===== config.mk =====
export PLATFORM = sky130hd
export DESIGN_NAME = mem_arbiter
export DESIGN_NICKNAME = d
export VERILOG_FILES = /design/src/rtl/mem_arbiter.sv
export SDC_FILE = /design/constraint.sdc
export NUM_CORES = 1
export LEC_CHECK = 0
export ABC_AREA = 1
export CORE_MARGIN = 2
export CORE_UTILIZATION = 32
export CTS_BUF_LIST = sky130_fd_sc_hd__clkbuf_8
export DETAILED_ROUTE_END_ITERATION = 6
export PLACE_DENSITY = 0.63
export SLEW_MARGIN = 25
export SYNTH_ARGS = -nofsm -noshare
export SYNTH_HDL_FRONTEND = slang
export SYNTH_SLANG_ARGS = --single-unit

===== constraint.sdc =====
create_clock -name clk_i -period 1.1 [get_ports clk_i]
set_input_delay 0.165 -clock clk_i [delete_from_list [all_inputs] [get_ports clk_i]]
set_output_delay 0.165 -clock clk_i [all_outputs]
set_load 0.02 [all_outputs]

===== src/rtl/mem_arbiter.sv =====
`default_nettype none
// ============================================================================
// Module  : mem_arbiter
// Purpose : Two-port round-robin arbiter/sequencer for a 16x4 register file.
// Rev     : 1.0  initial release
// ============================================================================
module mem_arbiter #(
    parameter int REGISTER_WIDTH       = 4,
    parameter int MEMORY_ADDRESS_WIDTH = 4
) (
    input  logic                            clk_i,
    input  logic                            reset_i,
    input  logic                            req0_i,
    input  logic                            req1_i,
    input  logic                            we0_i,
    input  logic                            we1_i,
    input  logic [MEMORY_ADDRESS_WIDTH-1:0] addr0_i,
    input  logic [MEMORY_ADDRESS_WIDTH-1:0] addr1_i,
    input  logic [REGISTER_WIDTH-1:0]       wdata0_i,
    input  logic [REGISTER_WIDTH-1:0]       wdata1_i,
    output logic                            gnt0_o,
    output logic                            gnt1_o,
    output logic                            rvalid0_o,
    output logic                            rvalid1_o,
    output logic [REGISTER_WIDTH-1:0]       rdata_o,
    output logic                            mem_write_en_o,
    output logic                            mem_read_en_o,
    output logic [MEMORY_ADDRESS_WIDTH-1:0] mem_addr_o,
    output logic [REGISTER_WIDTH-1:0]       mem_data_o,
    input  logic [REGISTER_WIDTH-1:0]       mem_data_i
);

    typedef enum logic [1:0] {
        IDLE  = 2'd0,
        ISSUE = 2'd1,
        WAIT  = 2'd2
    } state_t;

    state_t                          state_q, state_d;
    logic                            winner_q, winner_d;
    logic                            we_q, we_d;
    logic [MEMORY_ADDRESS_WIDTH-1:0] addr_q, addr_d;
    logic [REGISTER_WIDTH-1:0]       wdata_q, wdata_d;
    logic                            last_grant_q, last_grant_d;
    logic                            gnt0_q, gnt0_d;
    logic                            gnt1_q, gnt1_d;
    logic                            wr_en_q, wr_en_d;
    logic                            rd_en_q, rd_en_d;
    logic                            rvalid0_q, rvalid0_d;
    logic                            rvalid1_q, rvalid1_d;
    logic [REGISTER_WIDTH-1:0]       rdata_q, rdata_d;
    logic                            win_sel;
    logic                            win_we;

    // On a tie the port that did not win last time takes the slot.
    always_comb begin
        win_sel = (req0_i && req1_i) ? ~last_grant_q : req1_i;
        win_we  = win_sel ? we1_i : we0_i;
    end

    always_comb begin
        state_d      = state_q;
        winner_d     = winner_q;
        we_d         = we_q;
        addr_d       = addr_q;
        wdata_d      = wdata_q;
        last_grant_d = last_grant_q;
        rdata_d      = rdata_q;
        gnt0_d       = 1'b0;
        gnt1_d       = 1'b0;
        wr_en_d      = 1'b0;
        rd_en_d      = 1'b0;
        rvalid0_d    = 1'b0;
        rvalid1_d    = 1'b0;
        case (state_q)
            IDLE: begin
                if (req0_i || req1_i) begin
                    winner_d     = win_sel;
                    we_d         = win_we;
                    addr_d       = win_sel ? addr1_i : addr0_i;
                    wdata_d      = win_sel ? wdata1_i : wdata0_i;
                    last_grant_d = win_sel;
                    gnt0_d       = ~win_sel;
                    gnt1_d       = win_sel;
                    wr_en_d      = win_we;
                    rd_en_d      = ~win_we;
                    state_d      = ISSUE;
                end
            end
            ISSUE: begin
                state_d = we_q ? IDLE : WAIT;
            end
            WAIT: begin
                rdata_d   = mem_data_i;
                rvalid0_d = ~winner_q;
                rvalid1_d = winner_q;
                state_d   = IDLE;
            end
            default: begin
                state_d = IDLE;
            end
        endcase
    end

    always_ff @(posedge clk_i or negedge reset_i) begin
        if (!reset_i) begin
            state_q      <= IDLE;
            winner_q     <= 1'b0;
            we_q         <= 1'b0;
            addr_q       <= '0;
            wdata_q      <= '0;
            last_grant_q <= 1'b1;
            rdata_q      <= '0;
            gnt0_q       <= 1'b0;
            gnt1_q       <= 1'b0;
            wr_en_q      <= 1'b0;
            rd_en_q      <= 1'b0;
            rvalid0_q    <= 1'b0;
            rvalid1_q    <= 1'b0;
        end else begin
            state_q      <= state_d;
            winner_q     <= winner_d;
            we_q         <= we_d;
            addr_q       <= addr_d;
            wdata_q      <= wdata_d;
            last_grant_q <= last_grant_d;
            rdata_q      <= rdata_d;
            gnt0_q       <= gnt0_d;
            gnt1_q       <= gnt1_d;
            wr_en_q      <= wr_en_d;
            rd_en_q      <= rd_en_d;
            rvalid0_q    <= rvalid0_d;
            rvalid1_q    <= rvalid1_d;
        end
    end

    assign gnt0_o         = gnt0_q;
    assign gnt1_o         = gnt1_q;
    assign rvalid0_o      = rvalid0_q;
    assign rvalid1_o      = rvalid1_q;
    assign rdata_o        = rdata_q;
    assign mem_write_en_o = wr_en_q;
    assign mem_read_en_o  = rd_en_q;
    assign mem_addr_o     = addr_q;
    assign mem_data_o     = wdata_q;

endmodule
`default_nettype wire


Word-level counts from Yosys, hierarchy flattened:

Index checks and enable logic that the tools add are counted.
W data, S select, Z words.

* flip-flop bits (word level): 23
* input bits: 26
* output and inout port bits: 18
* logic and storage cells: 41

* eq/ne operators: 3
* mux-type cells: 17
* bitwise operators: 4
* reductions and logical operators: 4

Operators with widths (number)
* $mux W1: 12
* $mux W4: 2
* $mux W2: 2
* $not A1 Y1: 4
* $pmux W2 S2: 1
* $eq A2 B1 Y1 const B: 1
* $eq A2 B2 Y1 const B: 1
* $logic_not A2 Y1: 1
* $ne A2 B2 Y1 const B: 1
* $reduce_and A2 Y1: 1
* $logic_and A1 B1 Y1: 1
* $logic_or A1 B1 Y1: 1

Logic depth before layout (Yosys ltp):

Gate-level depths: netlist (run 1).

* depth in word-level cells: 6
* depth in mapped cells: 7
* depth with buffers taken out: 6

Least setup slack after synthesis (run 1):

No wires, ideal clock.

* path kind: flip-flop to flip-flop
* from: register last_grant_q
* to: register addr_q[0] (netlist: mem_addr_o[0])
* setup time: 0.116 ns
* data arrival time: 0.948 ns
* data required time: 0.984 ns
* slack: 0.036 ns
* cell stages (with the launch flop): 7
* path buffers: 1
* period minus slack after synthesis: 1.064 ns
* path through: dfstp_2 nand2_1 buf_2 nand3_1 nand2_1 nand2_1 nand2_1

* longest elaborated chain between the ends: 3

RTL lines
* start: declaration: RTL line 44 `logic last_grant_q, last_grant_d;`
* start signal: assignment: RTL line 126 `last_grant_q <= last_grant_d;`
* $not A1 Y1: RTL line 57 `win_sel = (req0_i && req1_i) ? ~last_grant_q : req1_i;`
* $mux W1: RTL line 57
* $mux W4: RTL line 80 `addr_d = win_sel ? addr1_i : addr0_i;`
* end signal: assignment: RTL line 124 `addr_q <= addr_d;`
* end: declaration: RTL line 42 `logic [MEMORY_ADDRESS_WIDTH-1:0] addr_q, addr_d;`

No other way between the ends.
A chain may end at the register's enable or synchronous reset.

Worst setup path in the final report (run 1):

* from: register last_grant_q
* to: register addr_q[2] (netlist: mem_addr_o[2])

Same word-level chain as after synthesis.

==> impl_metrics.csv, run 1 <==
group,metric,value,unit
outcome,status,"finished with violations",
outcome,violations,"negative setup slack",
timing,clock.fmax,895,MHz
worst_setup_path,worstSetupStartpoint,"last_grant_q",
pwr,power_leakage,0.882,nW
grt,use_met1,0.171,
pwr,cell_internal_pwr,2.48,mW
worst_setup_path,worst_setup_path_end_kind,"flip-flop",
placement,placedCellCount,211,
worst_setup_path,rrSetupSlack,-20,ps
timing,slew_headroom,0.867,
worst_setup_path,cpPeakStageDelay,570,ps
grt,grtUsageTotal,0.149,
synthesis,syn_inst,114,
synthesis,netlist_top_cells_area,"dfrtp_1, nand2_1, nand2_2",
pwr,power_frac_comb,0.539,
cts,cts_sinks,23,
synthesis,ys_ff_latch,23,
floorplan,ioPinCount,44,
grt,grt-ovfl-total,0,
timing,timing.hold.ws,265,ps
worst_setup_path,crit_top_cell,"nand2_1",
grt,antenna_found_initial,0,
finish,final_common_cell,"nand2_1",
worst_setup_path,reg2reg_from,"last_grant_q",
worst_setup_path,critPathArrivalTime,1310,ps
worst_setup_path,crit_buf_inv,1,
timing,fin_skew,2.25,ps
floorplan,initial_core_util,0.339,
worst_setup_path,r2r_cells,7,
worst_setup_path,endpoint,"mem_addr_o[2]",
finish,layoutNonFillerInstCount,220,
cts,htreeDepth,1,
cts,insertion_delay,250,ps
synthesis,yosysSeqAreaShare,0.553,
synthesis,ys_warn_count,0,
cts,cts_root_buffer,"clkbuf_8",
cts,cts_buffer_depth,2,
timing,fin_crit_sh,1.02,
worst_setup_path,crit_family,"flip-flops",
synthesis,synth.distinct_cells,20,
cts,cts_tree,"built",
grt,grt_start_max_net_pins,24,
pwr,power.share.sequential,0.345,
synthesis,synth_nets,140,
floorplan,placementRows,20,
detailed_routing,viasPerCell,4.30,
worst_setup_path,crit_type,"reg -> reg",
floorplan,die_x,61.1,µm
pwr,p_per_area,2470,nW/µm²
worst_setup_path,cp_max_fo,7,
grt,grt_pass1_wl,4120,µm
detailed_routing,wire_per_inst,11.3,µm
timing,rsz0062_at_grt,"yes",
timing,setup_viol,6,
timing,hold_viol,0,
pwr,switching_share,0.412,
timing,worstMarginPinSlew,199,ps
synthesis,synth_area,1040,µm²
detailed_routing,drc,0,
placement,io_buffers,43,
worst_setup_path,worst-path-stages,7,
finish,final_cell_mix,"nand2_1, clkdlybuf4s50_1, dfrtp_1",
grt,grt_pass1_vias,948,
grt,grt_busiest_layer,"met2",
pwr,irDropWorstVdd,0.00102,V
synthesis,synth_top_area_share,0.528,
timing,final.min_clock_period,1120,ps
detailed_routing,drt_iter0_markers,23,
worst_setup_path,cp.required,1300,ps
timing,drv_slew,0,
detailed_routing,drt_pass1_iterations,3,
worst_setup_path,reg2reg_to,"mem_addr_o[2]",
worst_setup_path,slowest_stage,"dfstp_2",
cts,hold_buffers,0,
finish,layout.nets,203,
pwr,power_frac_clock,0.115,
worst_setup_path,crit_chain,"nand2_4 -> nand2_4 -> buf_12 -> nand2_2 -> nand2_1 -> nand2_1 -> nand2_1",
detailed_routing,num_vias,947,
floorplan,die-area,3730,µm²
finish,n_antenna_cell,0,
job,cap_violations,0,
cts,numCtsBuffers,3,
floorplan,die_h,61.1,µm
grt,grtUsageMet2,0.278,
detailed_routing,ant_nets,0,
synthesis,synth_top_area_cell,"dfrtp_1",
worst_setup_path,crit_path_start_kind,"flip-flop",
hold_path,hp-class,"in -> async",
pwr,netSwitchingPower,1.74,mW
placement,dp_hpwl,1790,µm
finish,syn_to_final_growth,63.6,%
detailed_routing,wirelength,2490,µm
floorplan,coreArea,3080,µm²
placement,place_congestion,0.701,
finish,drive_gt1_frac,0.420,
synthesis,syn_area_per_cell,9.14,µm²
cts,path_clk_slew,70,ps
timing,worst_slack,-17.5,ps
grt,use_met3,0.0315,
-- stage by stage --
stage | cell area [µm²] | TNS (ps) | utilization | total power, mW | worst slack (ps)
after floorplan | 1040 | 0 | - | 2.76 | 35.8
after global placement | 1600 | -2560 | 0.521 | 3.76 | -206
after detailed placement | 1600 | -2940 | 0.521 | 3.80 | -236
after CTS | 1720 | -18.7 | 0.559 | 4.30 | -11.4
after global routing | 1710 | -848 | 0.554 | 4.56 | -98.0
final | 1710 | -60.2 | 0.554 | 4.22 | -17.5
-- how the worst min path moves through the flow --
stage	start	to	slack [ps]
finish	reset_i	rvalid1_o	260
global route	reset_i	gnt1_o	280
CTS	reset_i	rvalid1_o	270
detailed placement	winner_q	rvalid0_o	420
global placement	winner_q	rvalid0_o	410
floorplan	reset_i	gnt0_o	-130
-- power by group through the flow --
stage / Sequential, mW / Combinational (mW) / Clock [mW]
6_report: 1.46 / 2.27 / 0.487
5_1_grt: 1.50 / 2.51 / 0.544
4_1_cts: 1.46 / 2.33 / 0.511
3_5_place_dp: 1.45 / 2.35 / 0
3_3_place_gp: 1.46 / 2.30 / 0
2_1_floorplan: 1.83 / 0.932 / 0
-- cell usage after synthesis --
cell type	instances
inv_6	1
inv_4	1
a21oi_2	2
buf_2	2
nand3_2	2
nor2_4	1
buf_12	1
inv_2	2
dfstp_2	1
dfrtp_1	22
nand2_2	10
nor3_1	1
nand2_1	43
o21ai_2	1
nand3b_1	2
nand3_1	11
inv_1	5
nand3b_2	1
buf_6	1
nor2_1	4
-- cell type report --
type / count / area (µm²)
Fill cell: 301 / 1370
Sequential cell: 23 / 577
Timing Repair Buffer: 62 / 538
Multi-Input combinational cell: 78 / 449
Tap cell: 44 / 55.1
Clock buffer: 3 / 41.3
Inverter: 9 / 41.3
Clock inverter: 1 / 3.75
-- kinds of logic (layout without fill, tap and decap cells) --
family	count (synthesis)	count (layout)	synth area share
buffers and inverters	13	75	0.0792
DFF	23	23	0.553
and+or+nand+nor	75	75	0.342
AOI/OAI and AO/OA	3	3	0.0252
-- per-layer routing --
metal  share of wire  wire length, µm
met3           0.075              186
met4               0                0
met1            0.41             1010
met5               0                0
met2            0.52             1290
-- sequential cells by signal (all words and copies together), names as in the netlist --
| signal | count |
|---|---|
| gnt0_o | 1 |
| gnt1_o | 1 |
| last_grant_q | 1 |
| mem_addr_o | 4 |
| mem_data_o | 4 |
| mem_read_en_o | 1 |
| mem_write_en_o | 1 |
| rdata_o | 4 |
| rvalid0_o | 1 |
| rvalid1_o | 1 |
| state_q | 2 |
| we_q | 1 |
| winner_q | 1 |
-- what timing repair did --
action,4_1_cts,5_1_grt
resized for setup,51,26
buffers inserted,2,2
gates cloned,1,0
endpoints found under the hold margin,0,0
endpoints found under the setup margin,30,28
pin swaps,3,11
No activity file was read; power rests on OpenSTA's default activity.
==> run 2: changes to the inputs <==
--- a/config.mk
+++ b/config.mk
@@ -6,7 +6,7 @@
 export NUM_CORES = 1
 export LEC_CHECK = 0
 export ABC_AREA = 1
-export CORE_MARGIN = 2
+export CORE_MARGIN = 4
 export CORE_UTILIZATION = 32
 export CTS_BUF_LIST = sky130_fd_sc_hd__clkbuf_8
 export DETAILED_ROUTE_END_ITERATION = 6
==> impl_metrics.csv, run 2 (same netlist as run 1, synthesis figures left out) <==
group,metric,value,unit
grt,grt-ovfl-total,0,
finish,final_common_cell,"nand2_1",
finish,syn_to_final_growth,63.0,%
cts,cts_buffer_depth,2,
placement,dp_hpwl,1990,µm
worst_setup_path,worstSetupStartpoint,"req0_i",
timing,clock.fmax,901,MHz
placement,dpl_cell_area,1610,µm²
grt,use_met3,0.0433,
floorplan,die_h,65.1,µm
placement,io_buffers,43,
finish,layoutNonFillerInstCount,222,
detailed_routing,drc,0,
detailed_routing,drt_iter0_markers,17,
grt,use_met1,0.173,
outcome,status,"finished with violations",
detailed_routing,num_vias,981,
timing,worstMarginPinSlew,297,ps
job,cap_violations,0,
worst_setup_path,reg2reg_from,"last_grant_q",
placement,placedCellCount,213,
cts,path_clk_slew,80,ps
timing,timing.hold.ws,151,ps
pwr,cell_internal_pwr,2.58,mW
worst_setup_path,critPathArrivalTime,1270,ps
worst_setup_path,cp_max_fo,6,
cts,cts_sinks,23,
grt,grtUsageTotal,0.140,
detailed_routing,drt_pass1_iterations,6,
detailed_routing,viasPerCell,4.42,
timing,fin_skew,5.77,ps
grt,grt_start_max_net_pins,14,
detailed_routing,wire_per_inst,12.2,µm
detailed_routing,wirelength,2720,µm
worst_setup_path,crit_type,"in -> reg",
finish,layout.nets,205,
timing,final.min_clock_period,1110,ps
cts,cts_tree,"built",
cts,insertion_delay,260,ps
timing,rsz0062_at_grt,"yes",
cts,cts_root_buffer,"clkbuf_8",
timing,slew_headroom,0.801,
outcome,violations,"negative setup slack",
finish,final_cell_mix,"nand2_1, clkdlybuf4s50_1, dfrtp_1",
grt,grt_pass1_vias,1046,
grt,grt_busiest_layer,"met2",
timing,worst_slack,-10.0,ps
worst_setup_path,cp.required,1260,ps
finish,design_area,1700,µm²
timing,drv_slew,0,
placement,place_congestion,0.815,
timing,hold_viol,0,
cts,numCtsBuffers,3,
grt,antenna_found_initial,0,
detailed_routing,ant_nets,0,
pwr,p_per_area,2590,nW/µm²
pwr,power_leakage,0.879,nW
floorplan,die-area,4230,µm²
timing,fin_crit_sh,1.01,
hold_path,hp-class,"in -> async",
pwr,power_frac_comb,0.555,
floorplan,die_x,65.1,µm
floorplan,placementRows,20,
pwr,power_frac_clock,0.117,
grt,grtUsageMet2,0.234,
cts,htreeDepth,1,
pwr,irDropWorstVdd,0.000975,V
timing,finalSetupTns,-40.1,ps
timing,setup_viol,6,
pwr,p_total,4.39,mW
finish,utilization,0.552,
worst_setup_path,worst_setup_path_end_kind,"flip-flop",
finish,n_antenna_cell,0,
floorplan,initial_core_util,0.339,
worst_setup_path,crit_path_start_kind,"input pin",
grt,grt_pass1_wl,4620,µm
floorplan,coreArea,3080,µm²
placement,place_ws,-228,ps
floorplan,ioPinCount,44,
pwr,power.share.sequential,0.328,
pwr,netSwitchingPower,1.82,mW
cts,hold_buffers,0,
finish,drive_gt1_frac,0.410,
pwr,switching_share,0.414,
==> run 2: cell types whose count changed in the layout (fill, tap and decap cells not counted), moves of 2 or more <==
cell | previous run | this run
buf_4 | 15 | 13
clkdlybuf4s15_1 | 2 | 0
nand3_1 | 6 | 8
clkbuf_2 | 9 | 7
clkdlybuf4s15_2 | 2 | 4
buf_6 | 2 | 5
nand2_2 | 16 | 13
nand3_2 | 7 | 5
nand2_1 | 35 | 38
buf_2 | 5 | 7
==> run 2: power groups by stage <==
stage          Combinational [mW]  Clock, mW  Sequential (mW)
4_1_cts                      2.41      0.532             1.46
5_1_grt                      2.66      0.571             1.49
3_5_place_dp                 2.38          0             1.45
2_1_floorplan               0.932          0             1.83
3_3_place_gp                 2.32          0             1.45
6_report                     2.44      0.513             1.44
==> run 2: cell type report <==
type / instances / area, µm²
Clock buffer: 3 / 41.3
Clock inverter: 1 / 5.00
Fill cell: 287 / 1380
Inverter: 9 / 43.8
Multi-Input combinational cell: 79 / 432
Sequential cell: 23 / 577
Tap cell: 44 / 55.1
Timing Repair Buffer: 62 / 539
Timing Repair inverter: 1 / 6.26
==> run 2: worst max-delay path, cell delays in order <==
cell             delay (ps)
clkdlybuf4s50_1         460
nor2_1                  220
nor2_4                   50
buf_12                  140
buf_6                   120
nand2_1                  60
nand2_1                  40
==> run 2: what timing repair did <==
action                     CTS  global route
setup endpoints to repair   30            29
pin swaps                    4            11
resized for setup           56            25
buffers inserted             0             2
cloned                       3             0
==> run 2: per-layer routing <==
layer | wire [µm] | share of wire
met5 | 0 | 0
met4 | 25 | 0.0092
met3 | 225 | 0.083
met2 | 1260 | 0.46
met1 | 1200 | 0.44
==> run 2: path summary, 6_finish.rpt <==
kind | end | slack (ps) | cells after the start
min in group clk_i | rvalid0_o | 430 | 1
max | mem_data_o[0] | -10 | 7
min reg2reg | rvalid0_o | 430 | 1
max reg2reg | mem_data_o[0] | -10 | 6
min | mem_read_en_o | 150 | 1
max in group asynchronous | mem_write_en_o | 500 | 2
==> run 3: changes to the inputs <==
--- a/config.mk
+++ b/config.mk
@@ -10,6 +10,7 @@
 export CORE_UTILIZATION = 32
 export CTS_BUF_LIST = sky130_fd_sc_hd__clkbuf_8
 export DETAILED_ROUTE_END_ITERATION = 6
+export MAX_ROUTING_LAYER = met4
 export PLACE_DENSITY = 0.63
 export SLEW_MARGIN = 25
 export SYNTH_ARGS = -nofsm -noshare
==> impl_metrics.csv, run 3 (same netlist as run 1, synthesis figures left out) <==
group,metric,value,unit
detailed_routing,drt_iter0_markers,11,
pwr,p_per_area,2590,nW/µm²
worst_setup_path,reg2reg_from,"last_grant_q",
cts,cts_buffer_depth,2,
pwr,power.share.sequential,0.328,
floorplan,die_x,65.1,µm
grt,grt_pass1_wl,4630,µm
finish,final_common_cell,"nand2_1",
grt,grt_start_max_net_pins,14,
timing,drv_slew,0,
worst_setup_path,worst_setup_path_end_kind,"flip-flop",
timing,clock.fmax,902,MHz
cts,cts_sinks,23,
cts,hold_buffers,0,
hold_path,hp-class,"in -> async",
timing,final.min_clock_period,1110,ps
placement,place_congestion,0.827,
pwr,cell_internal_pwr,2.58,mW
worst_setup_path,slowest_stage,"clkdlybuf4s50_1",
detailed_routing,drt_pass1_iterations,4,
outcome,violations,"negative setup slack",
grt,antenna_found_initial,0,
timing,slew_headroom,0.801,
cts,cts_tree,"built",
floorplan,die_h,65.1,µm
placement,io_buffers,43,
worst_setup_path,crit_chain,"clkdlybuf4s50_1 -> nor2_1 -> nor2_4 -> buf_12 -> buf_6 -> nand3_2 -> nand2_1",
grt,grt-ovfl-total,0,
pwr,irDropWorstVdd,0.000975,V
floorplan,placementRows,20,
worst_setup_path,rrSetupSlack,-9,ps
grt,grt_pass1_vias,1044,
cts,numCtsBuffers,3,
finish,final_cell_mix,"nand2_1, clkdlybuf4s50_1, dfrtp_1",
finish,layout.nets,205,
worst_setup_path,reg2reg_to,"mem_data_o[0]",
finish,syn_to_final_growth,63.0,%
detailed_routing,num_vias,978,
timing,worst_slack,-8.52,ps
finish,fillerInstances,289,
pwr,p_total,4.39,mW
timing,fin_crit_sh,1.01,
detailed_routing,viasPerCell,4.41,
timing,setup_viol,5,
placement,placedCellCount,213,
timing,worstMarginPinSlew,297,ps
worst_setup_path,crit_path_start_kind,"input pin",
detailed_routing,ant_nets,0,
grt,grtUsageTotal,0.144,
timing,fin_skew,6.52,ps
worst_setup_path,cp_max_fo,6,
job,cap_violations,0,
floorplan,ioPinCount,44,
finish,layoutNonFillerInstCount,222,
cts,cts_root_buffer,"clkbuf_8",
pwr,power_frac_clock,0.117,
placement,dp_hpwl,1990,µm
timing,finalSetupTns,-32.2,ps
timing,hold_viol,0,
detailed_routing,drc,0,
pwr,switching_share,0.414,
outcome,status,"finished with violations",
pwr,netSwitchingPower,1.82,mW
finish,n_antenna_cell,0,
placement,place_ws,-228,ps
detailed_routing,wire_per_inst,12.2,µm
worst_setup_path,cpPeakStageDelay,460,ps
pwr,power_frac_comb,0.554,
cts,insertion_delay,260,ps
worst_setup_path,critPathArrivalTime,1260,ps
pwr,power_leakage,0.879,nW
floorplan,die-area,4230,µm²
finish,drive_gt1_frac,0.410,
worst_setup_path,crit_type,"in -> reg",
timing,rsz0062_at_grt,"yes",
cts,htreeDepth,1,
cts,path_clk_slew,80,ps
detailed_routing,wirelength,2710,µm
floorplan,coreArea,3080,µm²
floorplan,initial_core_util,0.339,
worst_setup_path,r2r_cells,6,
worst_setup_path,cp.required,1250,ps
run 3: repair_timing:
action / 4_1_cts / 5_1_grt
setup buffers: 0 / 2
gates cloned: 3 / 0
endpoints found under the setup margin: 30 / 29
pin swaps: 4 / 11
hold endpoints to repair: 0 / 0
gates resized for setup: 56 / 25
run 3: routing by layer:
layer / track usage / part of all wire / vias up
met5: - / 0 / -
met4: 0.0389 / 0.0092 / 0
met3: 0.0364 / 0.088 / 4
met2: 0.234 / 0.46 / 49
met1: 0.179 / 0.45 / 443
li1: - / - / 482
run 3: worst max-delay path, delay by kind of cell:
family / cells / cell delay [ps]
and+or+nand+nor: 4 / 370
buffers and inverters: 3 / 720
run 3: worst max path at each step:
stage                    endpoint         start  cells after the start  slack [ps]
finish              mem_addr_o[3]        req0_i                      7          -9
global route        mem_addr_o[2]  last_grant_q                      6         -80
CTS                 mem_data_o[1]    state_q[0]                      6         -50
detailed placement  mem_data_o[2]        req1_i                      7        -230
global placement             we_q        req1_i                      6        -190
floorplan           mem_addr_o[0]  last_grant_q                      6          40
run 3: through the flow:
stage               hold slack [ps]  instance area (µm²)   util
floorplan                      -131                 1040      -
global placement                408                 1610  0.522
detailed placement              418                 1610  0.522
CTS                             154                 1720  0.559
global route                    169                 1700  0.552
finish                          151                 1700  0.552
run 3: power by group through the flow:
stage               registers (mW)  logic, mW  clock network (mW)
detailed placement            1.45       2.38                   0
global route                  1.49       2.66               0.571
floorplan                     1.83      0.932                   0
global placement              1.45       2.32                   0
CTS                           1.46       2.41               0.532
finish                        1.44       2.44               0.515
run 3: cell type report:
type / instances / area (µm²) / area share
multi-input cells: 79 / 432 / 0.254
clock inverters: 1 / 5.00 / 0.00295
repair inverters: 1 / 6.26 / 0.00368
clock buffers: 3 / 41.3 / 0.0243
repair buffers: 62 / 539 / 0.317
well taps: 44 / 55.1 / 0.0324
inverters: 9 / 43.8 / 0.0258
flip-flops and latches: 23 / 577 / 0.339
